**src/rtl/m_clint_smp_if.sv**
```systemverilog
// ---------------------------------------------------------------------------
// m_clint_smp_if
//   MMIO request/response bundle between the memory controller (master) and
//   the CLINT (slave). Single-cycle requests, no back-pressure.
//
//   w_re      master -> slave  read request, one cycle
//   w_we      master -> slave  write request, one cycle
//   w_offset  master -> slave  byte offset in the CLINT window (bits[1:0] ignored)
//   w_wdata   master -> slave  write data
//   r_rdata   slave -> master  read data, valid while r_rvalid is high
//   r_rvalid  slave -> master  one-cycle pulse, one cycle after w_re
// ---------------------------------------------------------------------------
interface m_clint_smp_if;
    logic        w_re;
    logic        w_we;
    logic [15:0] w_offset;
    logic [31:0] w_wdata;
    logic [31:0] r_rdata;
    logic        r_rvalid;

    modport master (
        output w_re, w_we, w_offset, w_wdata,
        input  r_rdata, r_rvalid
    );

    modport slave (
        input  w_re, w_we, w_offset, w_wdata,
        output r_rdata, r_rvalid
    );
endinterface

```
**src/rtl/m_clint_smp.sv**
```systemverilog
// ---------------------------------------------------------------------------
// m_clint_smp
//   Core-local interruptor for the SMP cluster: the 64-bit mtime counter with
//   a programmable prescaler, one mtimecmp and one msip per hart, and a 32-bit
//   MMIO register window.
//
//   CLK       clock
//   RST_X     asynchronous active-low reset
//   bus       MMIO slave port (m_clint_smp_if.slave)
//   w_mtime   current mtime
//   w_mtip    per-hart machine timer pending, (mtime >= mtimecmp) registered
//   w_msip    per-hart machine software interrupt (msip bit0)
//
//   Map: 0x0000+4h msip[h], 0x4000+8h / 0x4004+8h mtimecmp[h] lo/hi,
//        0xBFF8 / 0xBFFC mtime lo/hi. Anything else reads 0, ignores writes.
// ---------------------------------------------------------------------------
module m_clint_smp #(
    parameter int N_HARTS  = 1,
    parameter int TICK_DIV = 1
) (
    input  logic                CLK,
    input  logic                RST_X,
    m_clint_smp_if.slave        bus,
    output logic [63:0]         w_mtime,
    output logic [N_HARTS-1:0]  w_mtip,
    output logic [N_HARTS-1:0]  w_msip
);

    localparam int PW = (TICK_DIV > 1) ? $clog2(TICK_DIV) : 1;

    localparam logic [15:0] MSIP_BASE     = 16'h0000;
    localparam logic [15:0] MTIMECMP_BASE = 16'h4000;
    localparam logic [15:0] MTIME_LO      = 16'hBFF8;
    localparam logic [15:0] MTIME_HI      = 16'hBFFC;

    logic [PW-1:0]              presc_q, presc_d;
    logic [63:0]                mtime_q, mtime_d;
    logic [N_HARTS-1:0][63:0]   mtimecmp_q, mtimecmp_d;
    logic [N_HARTS-1:0]         msip_q, msip_d;
    logic [N_HARTS-1:0]         mtip_q, mtip_d;
    logic [31:0]                rdata_q, rdata_d;
    logic                       rvalid_q, rvalid_d;

    logic [15:0] addr;
    logic        tick;
    logic [31:0] rd_val;

    // Word access only: the byte-lane bits are masked off before decode.
    assign addr = bus.w_offset & 16'hFFFC;
    assign tick = (presc_q == PW'(TICK_DIV - 1));

    always_comb begin
        // NOTE: every signal written here gets a default first, so no path
        // through the block leaves it unassigned and infers a latch.
        presc_d    = tick ? '0 : presc_q + PW'(1);
        mtime_d    = mtime_q;
        mtimecmp_d = mtimecmp_q;
        msip_d     = msip_q;
        mtip_d     = '0;
        rdata_d    = rdata_q;
        rvalid_d   = bus.w_re;
        rd_val     = '0;

        // A software write to either half wins over the tick; the increment
        // for that cycle is lost and the prescaler keeps running.
        if (bus.w_we && addr == MTIME_LO) begin
            mtime_d[31:0] = bus.w_wdata;
        end else if (bus.w_we && addr == MTIME_HI) begin
            mtime_d[63:32] = bus.w_wdata;
        end else if (tick) begin
            mtime_d = mtime_q + 64'd1;
        end

        if (addr == MTIME_LO) rd_val = mtime_q[31:0];
        if (addr == MTIME_HI) rd_val = mtime_q[63:32];

        for (int h = 0; h < N_HARTS; h++) begin
            // Compare uses the current (pre-write, pre-increment) values, so
            // w_mtip lags any mtime/mtimecmp change by one cycle.
            mtip_d[h] = (mtime_q >= mtimecmp_q[h]);

            if (addr == MSIP_BASE + 16'(4 * h)) begin
                rd_val = {31'b0, msip_q[h]};
                if (bus.w_we) msip_d[h] = bus.w_wdata[0];
            end
            if (addr == MTIMECMP_BASE + 16'(8 * h)) begin
                rd_val = mtimecmp_q[h][31:0];
                if (bus.w_we) mtimecmp_d[h][31:0] = bus.w_wdata;
            end
            if (addr == MTIMECMP_BASE + 16'(8 * h + 4)) begin
                rd_val = mtimecmp_q[h][63:32];
                if (bus.w_we) mtimecmp_d[h][63:32] = bus.w_wdata;
            end
        end

        // Read data is sampled from the register state before this edge's
        // writes land, giving read-before-write on a same-cycle collision.
        if (bus.w_re) rdata_d = rd_val;
    end

    always_ff @(posedge CLK or negedge RST_X) begin
        if (!RST_X) begin
            presc_q    <= '0;
            mtime_q    <= '0;
            // NOTE: mtimecmp is a flop bank, not RAM, so it can and must be
            // reset; all-ones keeps every timer interrupt quiet out of reset.
            mtimecmp_q <= '1;
            msip_q     <= '0;
            mtip_q     <= '0;
            rdata_q    <= '0;
            rvalid_q   <= 1'b0;
        end else begin
            // NOTE: state updates are non-blocking so every flop samples the
            // values from before this edge, independent of statement order.
            presc_q    <= presc_d;
            mtime_q    <= mtime_d;
            mtimecmp_q <= mtimecmp_d;
            msip_q     <= msip_d;
            mtip_q     <= mtip_d;
            rdata_q    <= rdata_d;
            rvalid_q   <= rvalid_d;
        end
    end

    assign w_mtime      = mtime_q;
    assign w_mtip       = mtip_q;
    assign w_msip       = msip_q;
    assign bus.r_rdata  = rdata_q;
    assign bus.r_rvalid = rvalid_q;

endmodule

```
**src/flat_wrapper.sv**
```systemverilog
// flat-port wrapper written by rule: the top's interface ports become plain ports
module m_clint_smp_flat 
#(
    parameter int N_HARTS  = 1,
    parameter int TICK_DIV = 1
)
  (CLK, RST_X, w_mtime, w_mtip, w_msip, bus_w_re, bus_w_we, bus_w_offset, bus_w_wdata, bus_r_rdata, bus_r_rvalid);
  m_clint_smp_if bus_i ();
  input  logic CLK;
  input  logic RST_X;
  output logic [63:0] w_mtime;
  output logic [N_HARTS-1:0] w_mtip;
  output logic [N_HARTS-1:0] w_msip;
  input wire logic [$bits(bus_i.w_re)-1:0] bus_w_re;
  input wire logic [$bits(bus_i.w_we)-1:0] bus_w_we;
  input wire logic [$bits(bus_i.w_offset)-1:0] bus_w_offset;
  input wire logic [$bits(bus_i.w_wdata)-1:0] bus_w_wdata;
  output wire logic [$bits(bus_i.r_rdata)-1:0] bus_r_rdata;
  output wire logic [$bits(bus_i.r_rvalid)-1:0] bus_r_rvalid;
  assign bus_i.w_re = bus_w_re;
  assign bus_i.w_we = bus_w_we;
  assign bus_i.w_offset = bus_w_offset;
  assign bus_i.w_wdata = bus_w_wdata;
  assign bus_r_rdata = bus_i.r_rdata;
  assign bus_r_rvalid = bus_i.r_rvalid;
  m_clint_smp #(.N_HARTS(N_HARTS), .TICK_DIV(TICK_DIV)) u_core (.CLK(CLK), .RST_X(RST_X), .bus(bus_i), .w_mtime(w_mtime), .w_mtip(w_mtip), .w_msip(w_msip));
endmodule
```
**config.mk**
```make
export PLATFORM = sky130hd
export DESIGN_NAME = m_clint_smp_flat
export DESIGN_NICKNAME = d
export VERILOG_FILES = /design/src/rtl/m_clint_smp_if.sv /design/src/rtl/m_clint_smp.sv /design/src/flat_wrapper.sv
export SDC_FILE = /design/constraint.sdc
export NUM_CORES = 1
export LEC_CHECK = 0
export CORE_MARGIN = 2
export CORE_UTILIZATION = 50
export DETAILED_ROUTE_END_ITERATION = 8
export PLACE_DENSITY = 0.86
export SLEW_MARGIN = 20
export SYNTH_ARGS = -nofsm -noshare
export SYNTH_HDL_FRONTEND = slang
export SYNTH_SLANG_ARGS = --single-unit
```
**constraint.sdc**
```tcl
create_clock -name CLK -period 3 [get_ports CLK]
set_input_delay 0.6 -clock CLK [delete_from_list [all_inputs] [get_ports CLK]]
set_output_delay 0.6 -clock CLK [all_outputs]
set_load 0.01 [all_outputs]
```
==> out/metrics.cfg <==
[grt]
number_of_antenna_violations_at_the_first_check_in_global_routing=0
first_global_vias=9407
wire_length_of_the_first_global_routing_pass_mm=49.10
total_global_route_track_usage_pct=30.40
grt_start_max_net_pins=69
grt_remaining_overflow=0

[routing]
detail_route.wirelength_mm=30.71
detail_route.drc_violations=0
ant_nets=0
via_count=9511
detail_route.vias_per_cell=6.249
number_of_search_and_repair_iterations_in_the_first_detailed_routing_pass=5
detail_route.wl_per_cell_um=20.18
drtIter0Drc=1005

[floorplanning]
die_width_um=143.4
number_of_i_o_pins=151
start_util_pct=51.45
area_of_the_placeable_core_mm2=0.01889
standard_cell_rows=50
die_area_mm2=0.02057
die_height_um=143.4

[clock_tree]
clkSlewWorstSetupHoldPaths_ns=0.06
tritoncts=yes
clock_latency_ns=0.44
cts-buffers-inserted=17
maximum_buffer_depth_of_the_clock_tree=2
cts_hold_buf=0
clock_tree.htree_level_count=4
postCtsResizedCells=0
clk_root_buffer_cell=clkbuf_16
clock_sink_count=163
post-cts-setup-buffer-count=0

[cells_and_area]
fillers=1527
multi_input_area_mm2=0.005109
post_layout_nonfiller_instances=1522
seqCellArea_mm2=0.004159
fin_area_mm2=0.01249
drive_gt1_share_pct=17.91
finalNetCount=1367
area.growth.synth_to_final_pct=28.51
final_util_pct=66.12
insertedDiodeCount=0

[pwr]
power_density_relative_to_cell_area_mw_per_mm2=421.1
vdd_ir_drop_max_v=0.0003857
design_power_total_mw=5.260
total_leakage_power_nw=5.079

[placement]
placed_area_mm2=0.01188
placed_cells_incl_taps=1491
port_buffers=148
gp_congestion=0.9792
dp_hpwl_mm=22.65
pre_cts_ws_ns=0.02682

[yosys]
mux_share_of_post_synthesis_cell_area_pct=4.351
synth.top_cells.by_area=dfrtp_1 25%, dfstp_2 17%, ha_1 8.4%, a22oi_1 4.8%, nor2_1 4.4%
ys.flop_type=dfrtp_1
post_synthesis_compound_gate_area_fraction_pct=20.32
synth.avg_cell_area_um2=9.093
yosys_register_bits=163
yosys.area_share.adder_pct=8.367
synth-async-reset-ratio_pct=100.0
synthesis.instances=1069
synthesized_area_fraction_occupied_by_and_or_nand_nor_cells_pct=18.25
synth_top_family_by_area=compound AO/OA/AOI/OAI gates
ys.warnings.count=0
yosysUniqueCellTypes=66
synth.most_common_cell=nor2_1
netlist_area_mm2=0.009721
number_of_enable_flip_flop_cells_after_synthesis=0
synthTopCellsByCount=113 x nor2_1, 99 x dfrtp_1, 94 x nand2_1
post-synth-top-area-cell=dfrtp_1
synth_nets=1186
synth_xor_area_share_pct=0.9911
synth_seq_area_share_pct=42.79
synth_top_area_share_pct=25.49

[critical_path]
criticalPathCategory=flop to flop
crit_path_max_incr_delay_ns=0.53
timing.critical_path.to_type=flop
worst_setup_path_start_kind=flop
timing.critical_path.fanout_max=3
cpMaxStageDelayCell=dfstp_2
cp_data_required_time_ns=3.29
critical_path_arrival_ns=3.20
critical_path.cell_chain=inv_1 -> ha_1 -> a211oi_1 -> o211ai_1 -> o221ai_1 -> o2111ai_1 -> a31o_2 -> a31oi_1 -> buf_4 -> o21ai_0

[outcome]
status=completed

[min_path]
hp-class=input port to async pin

[timing]
final_max_slew_viols=0
fin_tns_setup_ns=0
final.setup.worst_slack_ns=0.08174
clock_skew_ns=0.01018
max-slew-margin-rel_pct=54.98
post_route_fraction_of_the_period_consumed_by_the_critical_path_pct=97.28
achievable-frequency_mhz=342.7
period_minus_slack_ns=2.918
whs_ns=0.1670
worst_pin_slew_ns=0.6692
setup-violations-final=0
count_of_final_hold_check_violations=0
unrepaired_setup_endpoints_after_global_routing=no

[flow_run]
cap_violations=0

-- layout by cell type, fill, tap and decap left out, types with 7 or more instances in the layout --
cell type / count
a211oi_1: 22
a21o_1: 9
a21oi_1: 52
a22oi_1: 62
a31oi_1: 36
and2_1: 7
buf_4: 63
clkbuf_16: 17
clkdlybuf4s50_1: 146
dfrtp_1: 99
dfstp_2: 64
ha_1: 65
inv_1: 73
mux2_2: 34
nand2_1: 94
nand3_1: 33
nand4_1: 34
nor2_1: 113
nor3_1: 29
nor4_1: 11
o21ai_0: 71
o221a_2: 8
o22ai_1: 9
xnor2_1: 8
-- final timing paths --
kind	from	endpoint	slack, ns	cells past startpoint
max	u_core.mtimecmp_q[21]	u_core.w_mtip	0.08	10
min	RST_X	u_core.bus.r_rdata[30]	0.17	1
max reg2reg	u_core.mtimecmp_q[21]	u_core.w_mtip	0.08	10
min reg2reg	u_core.mtimecmp_q[28]	u_core.mtimecmp_q[28]	0.52	2
max in group asynchronous	RST_X	u_core.mtimecmp_q[49]	2.07	2
min in group CLK	u_core.mtimecmp_q[28]	u_core.mtimecmp_q[28]	0.52	2
-- layer usage --
metal  vias up  GRT usage, %  share of wire [%]
li1       4316             -                  -
met3        87         5.198                8.0
met5         -             0                  0
met1      4611         39.50                 41
met4         0         11.46                3.1
met2       497         50.98                 48
-- worst max-delay path: cells and delay by family (launching register included) --
kind / cells / cell delay (ns)
flops: 1 / 0.53
compound gates: 7 / 1.71
buf+inv: 2 / 0.21
fa+ha+maj: 1 / 0.32
-- cell families after synthesis --
kind of cell,count (synthesis)
simple gates,363
compound gates,303
flops,163
buf+inv,126
fa+ha+maj,65
mux,38
xor+xnor,11
-- power breakdown --
part	total, mW	internal [mW]	switching, mW
sequential	2.38	2.28	0.0961
clock	2.26	1.35	0.915
combinational	0.618	0.311	0.307
-- state kept, by name, summed over array words and instances, names as in the netlist --
| signal | cells |
|---|---|
| u_core.mtimecmp_q | 64 |
| u_core.w_mtime | 64 |
| u_core.bus.r_rvalid | 1 |
| u_core.w_msip | 1 |
| u_core.w_mtip | 1 |
| u_core.bus.r_rdata | 32 |
-- cell type report --
cell class	instances	share of cell area, %
flip-flops and latches	163	33.29
well taps	260	2.604
inverters	74	2.224
multi-input cells	780	40.90
clock buffers	19	3.626
clock inverters	12	1.262
repair buffers	214	16.10
(Power assumes the default switching activity.)
